$ cat config.mk
export PLATFORM = sky130hd
export DESIGN_NAME = crypt_cmd_sched
export DESIGN_NICKNAME = d
export VERILOG_FILES = /design/src/rtl/crypt_cmd_sched.sv
export SDC_FILE = /design/constraint.sdc
export NUM_CORES = 1
export LEC_CHECK = 0
export ABC_AREA = 1
export CORE_MARGIN = 4
export CORE_UTILIZATION = 46
export DETAILED_ROUTE_END_ITERATION = 12
export PLACE_DENSITY = 0.77
export SETUP_SLACK_MARGIN = 0.15
export SLEW_MARGIN = 20
export SYNTH_ARGS = -nofsm -noshare
export SYNTH_HDL_FRONTEND = slang
export SYNTH_SLANG_ARGS = --single-unit
$ cat constraint.sdc
create_clock -name Clk -period 4.75 [get_ports Clk]
set_input_delay 0.95 -clock Clk [delete_from_list [all_inputs] [get_ports Clk]]
set_output_delay 0.95 -clock Clk [all_outputs]
set_load 0.02 [all_outputs]
$ cat src/rtl/crypt_cmd_sched.sv
// rtl/crypt_cmd_sched.sv - single-job crypto command scheduler with in-order response FIFO
//
// Purpose: accepts encrypt / decrypt / password-gen commands one at a time, drives
// a fixed-latency engine, and queues each result (tagged with its work code) in a
// DEPTH-entry response FIFO. Illegal work codes raise a pulse and a sticky flag.
//
// Ports:
//   Clk, Rst_n                     clock, asynchronous active-low reset
//   cmd_valid/cmd_ready            command handshake
//   cmd_work, cmd_data             0=enc, 1=dec, 2=password gen, 3=illegal; payload
//   eng_work/eng_raw/eng_enc       registered engine inputs, stable while eng_busy
//   eng_busy                       a job is in flight
//   eng_out_enc, eng_out_raw       engine results
//   rsp_valid/rsp_ready            response handshake (FIFO head)
//   rsp_data, rsp_work, rsp_count  head result (raw zero-extended), head work, occupancy
//   err_illegal, err_sticky        one-cycle illegal pulse, sticky illegal flag
module crypt_cmd_sched #(
  parameter int RAW_W   = 60,
  parameter int ENC_W   = 78,
  parameter int DEPTH   = 4,
  parameter int ENC_LAT = 3,
  parameter int DEC_LAT = 2
) (
  input  logic                       Clk,
  input  logic                       Rst_n,
  input  logic                       cmd_valid,
  output logic                       cmd_ready,
  input  logic [1:0]                 cmd_work,
  input  logic [ENC_W-1:0]           cmd_data,
  output logic [1:0]                 eng_work,
  output logic [RAW_W-1:0]           eng_raw,
  output logic [ENC_W-1:0]           eng_enc,
  output logic                       eng_busy,
  input  logic [ENC_W-1:0]           eng_out_enc,
  input  logic [RAW_W-1:0]           eng_out_raw,
  output logic                       rsp_valid,
  input  logic                       rsp_ready,
  output logic [ENC_W-1:0]           rsp_data,
  output logic [1:0]                 rsp_work,
  output logic [$clog2(DEPTH+1)-1:0] rsp_count,
  output logic                       err_illegal,
  output logic                       err_sticky
);

  localparam int LAT_MAX = (ENC_LAT > DEC_LAT) ? ENC_LAT : DEC_LAT;
  localparam int CW      = (LAT_MAX > 1) ? $clog2(LAT_MAX) : 1;
  localparam int PW      = $clog2(DEPTH);
  localparam int NW      = $clog2(DEPTH+1);

  typedef enum logic {IDLE, RUN} state_e;

  state_e             state_q, state_d;
  logic [CW-1:0]      lat_q, lat_d;
  logic [1:0]         work_q, work_d;
  logic [RAW_W-1:0]   raw_q, raw_d;
  logic [ENC_W-1:0]   enc_q, enc_d;
  logic               illegal_q, illegal_d;
  logic               sticky_q, sticky_d;
  // Holds cmd_ready low until the first edge after reset release.
  logic               rdy_en_q;

  logic [ENC_W+1:0]   mem [DEPTH];
  logic [PW-1:0]      wr_ptr_q, rd_ptr_q;
  logic [NW-1:0]      count_q, count_d;

  logic               accept, push, pop;
  logic [ENC_W-1:0]   push_data;
  logic [ENC_W+1:0]   head;

  assign cmd_ready = rdy_en_q && (state_q == IDLE) && (count_q < NW'(DEPTH));
  assign accept    = cmd_valid && cmd_ready;
  assign push      = (state_q == RUN) && (lat_q == '0);
  assign pop       = rsp_valid && rsp_ready;
  assign push_data = (work_q == 2'd0) ? eng_out_enc
                                      : {{(ENC_W-RAW_W){1'b0}}, eng_out_raw};

  always_comb begin
    state_d   = state_q;
    lat_d     = lat_q;
    work_d    = work_q;
    raw_d     = raw_q;
    enc_d     = enc_q;
    illegal_d = 1'b0;
    sticky_d  = sticky_q;
    case (state_q)
      IDLE: begin
        if (accept) begin
          if (cmd_work == 2'd3) begin
            illegal_d = 1'b1;
            sticky_d  = 1'b1;
          end else begin
            work_d  = cmd_work;
            raw_d   = (cmd_work == 2'd0) ? cmd_data[RAW_W-1:0] : '0;
            enc_d   = (cmd_work == 2'd1) ? cmd_data : '0;
            lat_d   = (cmd_work == 2'd0) ? CW'(ENC_LAT-1) : CW'(DEC_LAT-1);
            state_d = RUN;
          end
        end
      end
      RUN: begin
        if (lat_q == '0) state_d = IDLE;
        else             lat_d   = lat_q - CW'(1);
      end
      default: state_d = IDLE;
    endcase
  end

  always_comb begin
    count_d = count_q;
    case ({push, pop})
      2'b10:   count_d = count_q + NW'(1);
      2'b01:   count_d = count_q - NW'(1);
      default: count_d = count_q;
    endcase
  end

  always_ff @(posedge Clk or negedge Rst_n) begin
    if (!Rst_n) begin
      state_q   <= IDLE;
      lat_q     <= '0;
      work_q    <= '0;
      raw_q     <= '0;
      enc_q     <= '0;
      illegal_q <= 1'b0;
      sticky_q  <= 1'b0;
      rdy_en_q  <= 1'b0;
      wr_ptr_q  <= '0;
      rd_ptr_q  <= '0;
      count_q   <= '0;
    end else begin
      state_q   <= state_d;
      lat_q     <= lat_d;
      work_q    <= work_d;
      raw_q     <= raw_d;
      enc_q     <= enc_d;
      illegal_q <= illegal_d;
      sticky_q  <= sticky_d;
      rdy_en_q  <= 1'b1;
      count_q   <= count_d;
      // Power-of-two depth: pointers wrap by natural overflow.
      if (push) wr_ptr_q <= wr_ptr_q + PW'(1);
      if (pop)  rd_ptr_q <= rd_ptr_q + PW'(1);
    end
  end

  // Storage needs no reset: every read is gated by a non-zero occupancy.
  always_ff @(posedge Clk) begin
    if (push) mem[wr_ptr_q] <= {work_q, push_data};
  end

  assign head        = mem[rd_ptr_q];
  assign rsp_valid   = (count_q != '0);
  assign rsp_data    = rsp_valid ? head[ENC_W-1:0] : '0;
  assign rsp_work    = rsp_valid ? head[ENC_W+1:ENC_W] : 2'd0;
  assign rsp_count   = count_q;
  assign eng_work    = work_q;
  assign eng_raw     = raw_q;
  assign eng_enc     = enc_q;
  assign eng_busy    = (state_q == RUN);
  assign err_illegal = illegal_q;
  assign err_sticky  = sticky_q;

endmodule

==> flow_summary_export.csv <==
group,metric,value,unit
run_status,outcome,"finished, final reports clean",
routing,drt-wirelength-per-cell,18.48,µm
finish,fin_area,26070,µm²
synthesis,netlist_instances,1939,
critical_path,start_kind,"flip-flop",
critical_path,startpoint,"rd_ptr_q[0]$_DFFE_PN0P_",
power_and_ir_drop,peakVddDrop,369.7,µV
finish,area_growth,33.19,%
routing,antenna_left,0,
routing,dr.first_iter.drc_count,1161,
sta,rsz0062_at_grt,"no",
sta,max-slew-margin-rel,0.3295,
placement,dp_hpwl,35150,µm
synthesis,synth-seq-area-share,0.6867,
floorplan,die_y,214.3,µm
routing,viasPerCell,5.148,
critical_path,cp.required,3.80,ns
critical_path,rr_startpoint,"lat_q[0]$_DFFE_PN0P_",
routing,drcViolationCount,0,
cts,numCtsBuffers,47,
cts,path_clk_slew,0.06,ns
critical_path,cp_max_fo,67,
sta,finalSetupTns,0,ns
power_and_ir_drop,power.density,648.3,nW/µm²
critical_path,r2r_end,"mem[2][38]$_DFFE_PP_",
critical_path,reg2reg_depth,5,
job,cap_violations,0,
critical_path,arrival,3.15,ns
sta,drv_slew,0,
synthesis,synth_nets,2168,
placement,pre_cts_ws,1.278,ns
floorplan,dieArea,45910,µm²
finish,final_common_cell,"nand2_1",
sta,period_needed,4.103,ns
min_path,min_path_type,"in -> async",
floorplan,fp.coreArea,42040,µm²
finish,post-route-util,0.6200,
finish,antenna_cells,0,
global_route,grt_pass1_wl,83900,µm
cts,clk_path_buf_depth,3,
critical_path,endpoint,"rsp_data[37]",
power_and_ir_drop,power.leakage,10.37,nW
global_route,grt_usage,0.2280,
synthesis,ys_types,26,
sta,final-hold-violation-count,0,
sta,skew,0.01923,ns
cts,post_cts_buffers,0,
sta,worstMarginPinSlew,1.006,ns
placement,finalWeightedCongestion,0.8738,
global_route,grt-ovfl-total,0,
placement,io_buffers,449,
sta,fin_ws,0.6473,ns
sta,finalSetupViolCount,0,
floorplan,io_pins,450,
cts,cts.sinks,473,
finish,fillers,3295,
critical_path,rrSetupSlack,2.11,ns
synthesis,synth_area,19570,µm²
global_route,antenna_found_initial,4,
critical_path,crit_type,"reg -> out",
synthesis,synth-seq-cells,473,
finish,multi_input_area,5468,µm²
finish,nets,2570,
global_route,grt_max_degree,278,
routing,first_pass_iters,6,
cts,cts_tree,"yes",
cts,postCtsHoldBufs,0,
floorplan,std_cell_rows,75,
routing,vias,15021,
floorplan,die_x,214.3,µm
floorplan,start_util,0.4655,
cts,clock_latency,0.57,ns
finish,ff_latch_area,13440,µm²
critical_path,setup.worst_path.end_class,"primary output",
global_route,grt_pass1_vias,15205,
finish,final_cell_mix,"nand2_1 (793), clkdlybuf4s50_1 (448), edfxtp_1 (320)",
cts,cts-root-buf,"clkbuf_16",
sta,period_share,0.8637,
routing,drt_wl_total,53930,µm
placement,placed_cell_area,24500,µm²
synthesis,syn_avg_cell_area,10.09,µm²
sta,max_clock_freq,0.2437,GHz
cts,htreeDepth,2,
cts,cts-resized-gates,0,
finish,drive_above_1_share,0.04918,
synthesis,ys.warnings.count,0,
worst max-delay path: stages, from the launching register on:
cell and delay, ns:
dfrtp_4 0.50, inv_4 0.49, buf_4 0.45, nand2_1 0.12, nand2_1 0.09, nand2_1 0.05
a21oi_1 0.17, clkdlybuf4s50_1 0.65
per-layer routing:
| layer | routed length (µm) | part of all wire | GRT usage | up-vias |
|---|---|---|---|---|
| met5 | 65 | 0.0012 | 0 | - |
| met4 | 1969 | 0.037 | 0.08602 | 8 |
| met3 | 5464 | 0.10 | 0.08460 | 112 |
| met2 | 26230 | 0.49 | 0.3820 | 608 |
| met1 | 20210 | 0.37 | 0.2702 | 7113 |
| li1 | - | - | - | 7180 |
where the power goes:
group / leakage [nW] / total (W) / internal [W] / switching (W)
sequential: 4.95 / 0.00585 / 0.00549 / 0.000362
clock: 0.763 / 0.00371 / 0.00213 / 0.00157
combinational: 4.65 / 0.00734 / 0.00276 / 0.00458
sequential cells by signal, summed over array words and instances, names as in the netlist:
register / count
rdy_en_q: 1
err_illegal: 1
lat_q: 2
mem: 320
eng_enc: 78
rsp_count: 3
err_sticky: 1
eng_busy: 1
rd_ptr_q: 2
eng_raw: 60
wr_ptr_q: 2
eng_work: 2
cells in the mapped netlist (all sizes together):
library cell	count	share of area
o21bai	1	0.00038
nand2	794	0.15
nand3	4	0.0010
dfrtp	153	0.20
or2	1	0.00032
a21oi	81	0.021
edfxtp	320	0.49
ha	6	0.0038
nand3b	1	0.00038
fa	1	0.0010
conb	1	0.00019
xnor2	1	0.00045
inv	39	0.0075
nor2	189	0.037
clkbuf	43	0.0082
nand4	1	0.00064
o21ai	224	0.057
buf	76	0.021
xor2	3	0.0013
final cells by class:
cell class,count,area share
Timing Repair Buffer,472,0.1837
Clock inverter,28,0.01022
Tap cell,539,0.02587
Sequential cell,473,0.5157
Multi-Input combinational cell,1308,0.2098
Clock buffer,59,0.04896
Inverter,39,0.005808
worst min-delay path by stage:
| stage | end | slack [ns] | cells after the start | start |
|---|---|---|---|---|
| 2_1_floorplan | lat_q[0]$_DFFE_PN0P_ | 0.47 | 2 | lat_q[0]$_DFFE_PN0P_ |
| 6_report | eng_enc[38]$_DFFE_PN0P_ | 0.40 | 1 | Rst_n |
| 3_3_place_gp | err_sticky$_DFFE_PN0P_ | 0.46 | 1 | err_sticky$_DFFE_PN0P_ |
| 5_1_grt | eng_enc[38]$_DFFE_PN0P_ | 0.44 | 1 | Rst_n |
| 3_5_place_dp | eng_raw[9]$_DFFE_PN0P_ | 0.47 | 2 | eng_raw[9]$_DFFE_PN0P_ |
| 4_1_cts | rsp_count[2]$_DFFE_PN0P_ | 0.41 | 1 | Rst_n |
cell families after synthesis:
kind of cell	synth area share
AO/OA/AOI/OAI	0.07838
AND/OR/NAND/NOR	0.1917
flip-flops	0.6867
other	0.0001916
adder cells (fa/ha/maj)	0.004859
buffers and inverters	0.03644
XOR/XNOR	0.001790
metrics by stage:
stage / total power [W] / cells / hold slack (ns)
global route: 0.01780 / 2918 / 0.4442
floorplan: 0.009904 / 1939 / 0.4750
detailed placement: 0.01324 / 2830 / 0.4717
global placement: 0.01306 / 2830 / 0.4642
CTS: 0.01700 / 2917 / 0.4099
finish: 0.01690 / 2918 / 0.4048
Note: power is estimated with default switching activity, not from simulation.
==> RTL edit 1, RTL diff (same flow settings) <==
Register the output `rsp_count` once more; this adds one clock of latency there. The other outputs are not delayed to match.
--- a/src/rtl/crypt_cmd_sched.sv
+++ b/src/rtl/crypt_cmd_sched.sv
@@ -154,3 +154,5 @@
   assign rsp_work    = rsp_valid ? head[ENC_W+1:ENC_W] : 2'd0;
-  assign rsp_count   = count_q;
+  always_ff @(posedge Clk) begin
+    rsp_count <= count_q;
+  end
   assign eng_work    = work_q;
Formal check against the unedited RTL: no difference found for any inputs over 4 cycles, from zero or initial values and one cycle with Rst_n low; that may be too few to reach the edited logic, so the function may still have changed.
==> RTL edit 1 against the original RTL <==
Total power increased by 1.6%. Wire length about the same. Critical path depth unchanged. Synthesized area increased by 0.43%. Setup slack improved by 39 ps. Design area increased by 0.66%. Count of clock-buffer cells in the layout decreased by 4. Clock power increased by 5%. Sequential share of layout area decreased by 0.11 points. Sequential cell count increased by 3. Largest cell class unchanged. Highest routed layer is now met4.
==> RTL edit 1: results (changes against the original RTL) <==
[outcome]
status=finished, final reports clean  ; unchanged

[drt]
postRouteAntennaNets=0  ; unchanged
drt_iter0_drc=1023  ; was 1161
viasPerCell=5.080  ; was 5.148
routedWlPerCell_um=18.40  ; was 18.48 um
wl_um=53920  ; was 53930 um
firstDrtPassIters=5  ; was 6

[global_routing]
grt_usage_pct=22.96  ; was 22.80%
grt_start_max_net_pins=162  ; was 278
grt_pass1_wl_um=83460  ; was 83900 um
antenna_found_initial=0  ; was 4

[worst_setup_path]
rr_startpoint=lat_q[0]$_DFFE_PN0P_  ; unchanged
slowest_delay_ps=690  ; was 650 ps
critPathCapture=rsp_data[44]  ; was rsp_data[37]
arrival_ps=3110  ; was 3150 ps
path_max_fanout=76  ; was 67
rrSetupSlack_ps=2230  ; was 2110 ps
critPathTopFamily=buffers and inverters  ; unchanged
setup.worst_path.end_class=output port  ; unchanged
reg2reg_to=mem[2][62]$_DFFE_PP_  ; was mem[2][38]$_DFFE_PP_
rr_worst_depth=5  ; unchanged
crit_slowest_cell=clkdlybuf4s50_1  ; unchanged
crit_start=rd_ptr_q[0]$_DFFE_PN0P_  ; unchanged

[clock_network]
clock-root-buffer=clkbuf_16  ; unchanged
clock_latency_ps=570  ; about the same
cts_inserted_buffers=48  ; was 47
clockBufferDepth=3  ; unchanged
h-tree-depth=2  ; unchanged
cts_setup_buffers=0  ; unchanged
cts-resized-gates=0  ; unchanged
cts.clk_slew.worst_paths_ps=60  ; about the same

[min_path]
hold_path_depth=0
hold_class=reg2reg  ; was in2async
min_from=count_q[1]$_DFFE_PN0P_
min_delay_worst_endpoint=rsp_count[1]$_DFF_P_

[logic_synthesis]
synth_area_per_cell_um2=10.12  ; was 10.09 um2
seq_area_frac_synth_pct=68.67  ; about the same
synth_fp_nets=2171  ; was 2168
synth_ff_type=edfxtp_1  ; unchanged
synth.area.top_cells=edfxtp_1, dfrtp_1, nand2_1, o21ai_0, nor2_1  ; unchanged
async_flop_share_pct=32.14  ; was 32.35%
synthTopCellsByCount=nand2_1, edfxtp_1, o21ai_0  ; unchanged
yosys.cell_types.count=27  ; was 26

[sta]
worstMarginPinSlew_ps=976.4  ; was 1006 ps
hold-worst-slack_ps=398.1  ; was 404.8 ps
skew_ps=12.66  ; was 19.23 ps
fin_ws_ps=686.6  ; was 647.3 ps

[placement]
dp_hpwl_um=35510  ; was 35150 um
placed_cell_area_mm2=0.02458  ; was 0.02450 mm2
post-place-ws_ps=1309  ; was 1278 ps
dp_cells=2840  ; was 2830
gp_congestion=0.8576  ; was 0.8738

[pwr]
vdd_ir_drop_max_v=0.0003985  ; was 0.0003697 V
leakage_uw=0.01045  ; was 0.01037 uW

[finish]
regMostFlops=mem  ; unchanged
fillerInstances=3250  ; was 3295
antenna_cells=0  ; unchanged
largest_reg_flops=320  ; unchanged
drive_gt1_share_pct=5.228  ; was 4.918%
fin_nets=2581  ; was 2570

-- RTL edit 1: cell types whose count changed after synthesis --
cell | before | now
buf_1 | 6 | 1
dfxtp_1 | 0 | 3
clkbuf_1 | 43 | 40
buf_2 | 57 | 59
buf_4 | 13 | 19
-- RTL edit 1: logic make-up after synthesis --
group / synth area share (%)
XOR/XNOR: 0.1783
other: 0.01908
AND/OR/NAND/NOR: 19.08
buffers and inverters: 3.756
flip-flops: 68.67
AO/OA/AOI/OAI: 7.804
adder cells (fa/ha/maj): 0.4838
-- RTL edit 1: cell type report --
type / instances / area [um2] / share of cell area (%)
clock buffer: 55 / 1249 / 4.759
clock inverter: 34 / 385.4 / 1.469
inverter: 39 / 151.4 / 0.5770
multi-input combinational: 1308 / 5468 / 20.84
sequential: 476 / 13500 / 51.46
tap: 539 / 674.4 / 2.570
timing repair buffer: 479 / 4808 / 18.33
-- RTL edit 1: power by group --
part | switching [uW] | internal (uW) | total, uW | leakage, uW
clock network | 1570 | 2330 | 3900 | 0.000793
registers | 378 | 5530 | 5910 | 0.00498
logic | 4600 | 2770 | 7370 | 0.00468
total | 6540 | 10600 | 17200 | 0.0104
-- RTL edit 1: worst reg2reg max path, delay by kind of cell (launching register included) --
family	cells	cell delay, ps
AND/OR/NAND/NOR	2	920
adder cells (fa/ha/maj)	1	170
flip-flops	1	380
buffers and inverters	2	660
-- RTL edit 1: metal layers --
metal	vias up	GRT usage (%)	part of all wire (%)
li1	7200	-	-
met1	7015	26.32	37
met2	579	40.47	50
met3	90	8.121	9.7
met4	0	7.132	3.0
met5	-	0	0
==> RTL edit 2, RTL diff (same flow settings) <==
Without the edit above. The parameter `DEPTH` goes from 4 to 2.
--- a/src/rtl/crypt_cmd_sched.sv
+++ b/src/rtl/crypt_cmd_sched.sv
@@ -19,3 +19,3 @@
   parameter int ENC_W   = 78,
-  parameter int DEPTH   = 4,
+  parameter int DEPTH   = 2,
   parameter int ENC_LAT = 3,
Interface: changed (resized rsp_count); port bits go from 450 to 449. The function was not compared with the original's and may differ.
==> RTL edit 2 against the original RTL <==
Die area is 33% lower. Design area is 29% lower. Highest routed layer is now met4. Total power is 30% lower. Setup slack better by 330 ps. Count of clock-buffer cells in the layout is 16 lower. Wire length is 27% lower. Largest cell class unchanged. Global-route usage is 1.9 points higher. Sequential cell count is 163 lower. Synthesized area is 34% lower.
==> RTL edit 2: results (changes against the original RTL) <==
[outcome]
status=finished, final reports clean  ; unchanged

[global_routing]
grt_pass1_wl_um=60230  ; was 83900 um
antenna_found_initial=1  ; was 4
first_global_vias=10971  ; was 15205
grt_start_max_net_pins=173  ; was 278
grt_usage_pct=24.70  ; was 22.80%

[clock_network]
cts_setup_buffers=0  ; unchanged
clock_latency_ps=550  ; was 570 ps
cts_inserted_buffers=31  ; was 47
clockBufferDepth=3  ; unchanged
cts-resized-gates=0  ; unchanged
clock-sinks=310  ; was 473
cts.clk_slew.worst_paths_ps=60  ; about the same
clock-root-buffer=clkbuf_16  ; unchanged
h-tree-depth=1  ; was 2

[drt]
drt_iter0_drc=724  ; was 1161
routedWlPerCell_um=18.45  ; was 18.48 um
firstDrtPassIters=5  ; was 6
viasPerCell=4.992  ; was 5.148

[logic_synthesis]
synth_ff_type=edfxtp_1  ; unchanged
synth_warnings=0  ; unchanged
seq_area_frac_synth_pct=66.59  ; was 68.67%
synth_fp_nets=1540  ; was 2168
synth_compound_area_share_pct=8.742  ; was 7.838%
synthTopCellsByCount=nand2_1, edfxtp_1, dfrtp_1  ; was nand2_1, edfxtp_1, o21ai_0
synth.area.top_cells=edfxtp_1, dfrtp_1, nand2_1, o21ai_0, a21oi_1  ; was edfxtp_1, dfrtp_1, nand2_1, o21ai_0, nor2_1
synth_adder_area_share_pct=0.1947  ; was 0.4859%
synth_edf_count=160  ; was 320
async_flop_share_pct=48.39  ; was 32.35%
synth_xor_area_share_pct=0.2726  ; was 0.1790%
synth_mux_area_share_pct=0  ; unchanged
yosys.cell_types.count=24  ; was 26

[worst_setup_path]
path_max_fanout=40  ; was 67
arrival_ps=2820  ; was 3150 ps

[sta]
max_slew_margin_pct=25.87  ; was 32.95%
skew_ps=16.96  ; was 19.23 ps

[placement]
post-place-ws_ps=1525  ; was 1278 ps
gp_congestion=0.8310  ; was 0.8738
dp_hpwl_um=27460  ; was 35150 um
place.port_buffers=448  ; was 449

[min_path]
hold_class=in2async  ; unchanged

[finish]
fin_nets=1955  ; was 2570
fillerInstances=2056  ; was 3295
drive_gt1_share_pct=4.333  ; was 4.918%
regMostFlops=mem  ; unchanged
largest_reg_flops=160  ; was 320

[pwr]
vdd_ir_drop_max_v=0.0004545  ; was 0.0003697 V
leakage_uw=0.007547  ; was 0.01037 uW

RTL edit 2: logic make-up after synthesis:
kind of cell	Yosys count
other cells	1
flops	310
simple gates	663
fa+ha+maj	2
xor+xnor	4
compound gates	224
buf+inv	112
RTL edit 2: path summary, 6_finish.rpt:
| kind | start | to | slack, ps | cells after the start |
|---|---|---|---|---|
| worst min-delay path | Rst_n | eng_enc[63]$_DFFE_PN0P_ | 480 | 1 |
| worst min register to register | eng_enc[12]$_DFFE_PN0P_ | eng_enc[12]$_DFFE_PN0P_ | 480 | 2 |
| max in group asynchronous | Rst_n | eng_enc[53]$_DFFE_PN0P_ | 3280 | 2 |
| worst max register to register | eng_work[1]$_DFFE_PN0P_ | mem[1][8]$_DFFE_PP_ | 2030 | 6 |
| min in group Clk | eng_enc[12]$_DFFE_PN0P_ | eng_enc[12]$_DFFE_PN0P_ | 480 | 2 |
| worst max-delay path | rd_ptr_q$_DFFE_PN0P_ | rsp_data[52] | 980 | 5 |
RTL edit 2: critical path, cell delays in order, from the launching register on:
cell,delay (ps)
dfrtp_2,400
inv_2,550
buf_4,390
nand2_1,110
a21oi_1,160
clkdlybuf4s50_1,630
RTL edit 2: power breakdown:
part / switching, uW / total [uW] / internal [uW]
Clock: 997 / 2510 / 1510
Combinational: 3190 / 5310 / 2130
Sequential: 339 / 4030 / 3690
Total: 4520 / 11900 / 7330
RTL edit 2: per-layer routing:
metal  global-route usage [%]  vias up  routed length (um)
met3                    9.563       83                4238
met4                    9.264        0                1406
met5                        0        -                   0
met2                    42.61      442               19490
met1                    27.83     4979               14110
li1                         -     5114                   -
RTL edit 2: stage by stage:
step                cell area, um2  util [%]  instances  power [uW]
global placement             17530     64.34       2070        9278
detailed placement           17530     64.34       2070        9406
finish                       18590     68.23       2127       11850
CTS                          18590     68.22       2126       11950
global route                 18590     68.23       2127       12520
floorplan                    12850         -       1316        6763
RTL edit 2: area by class of cell:
class                   instances  share of cell area, %
inverters                      28                 0.5652
well taps                     372                  2.503
diodes                          1                0.01346
clock inverters                13                 0.9353
repair buffers                466                  25.05
clock buffers                  43                  4.751
flip-flops and latches        310                  46.03
multi-input cells             894                  20.15
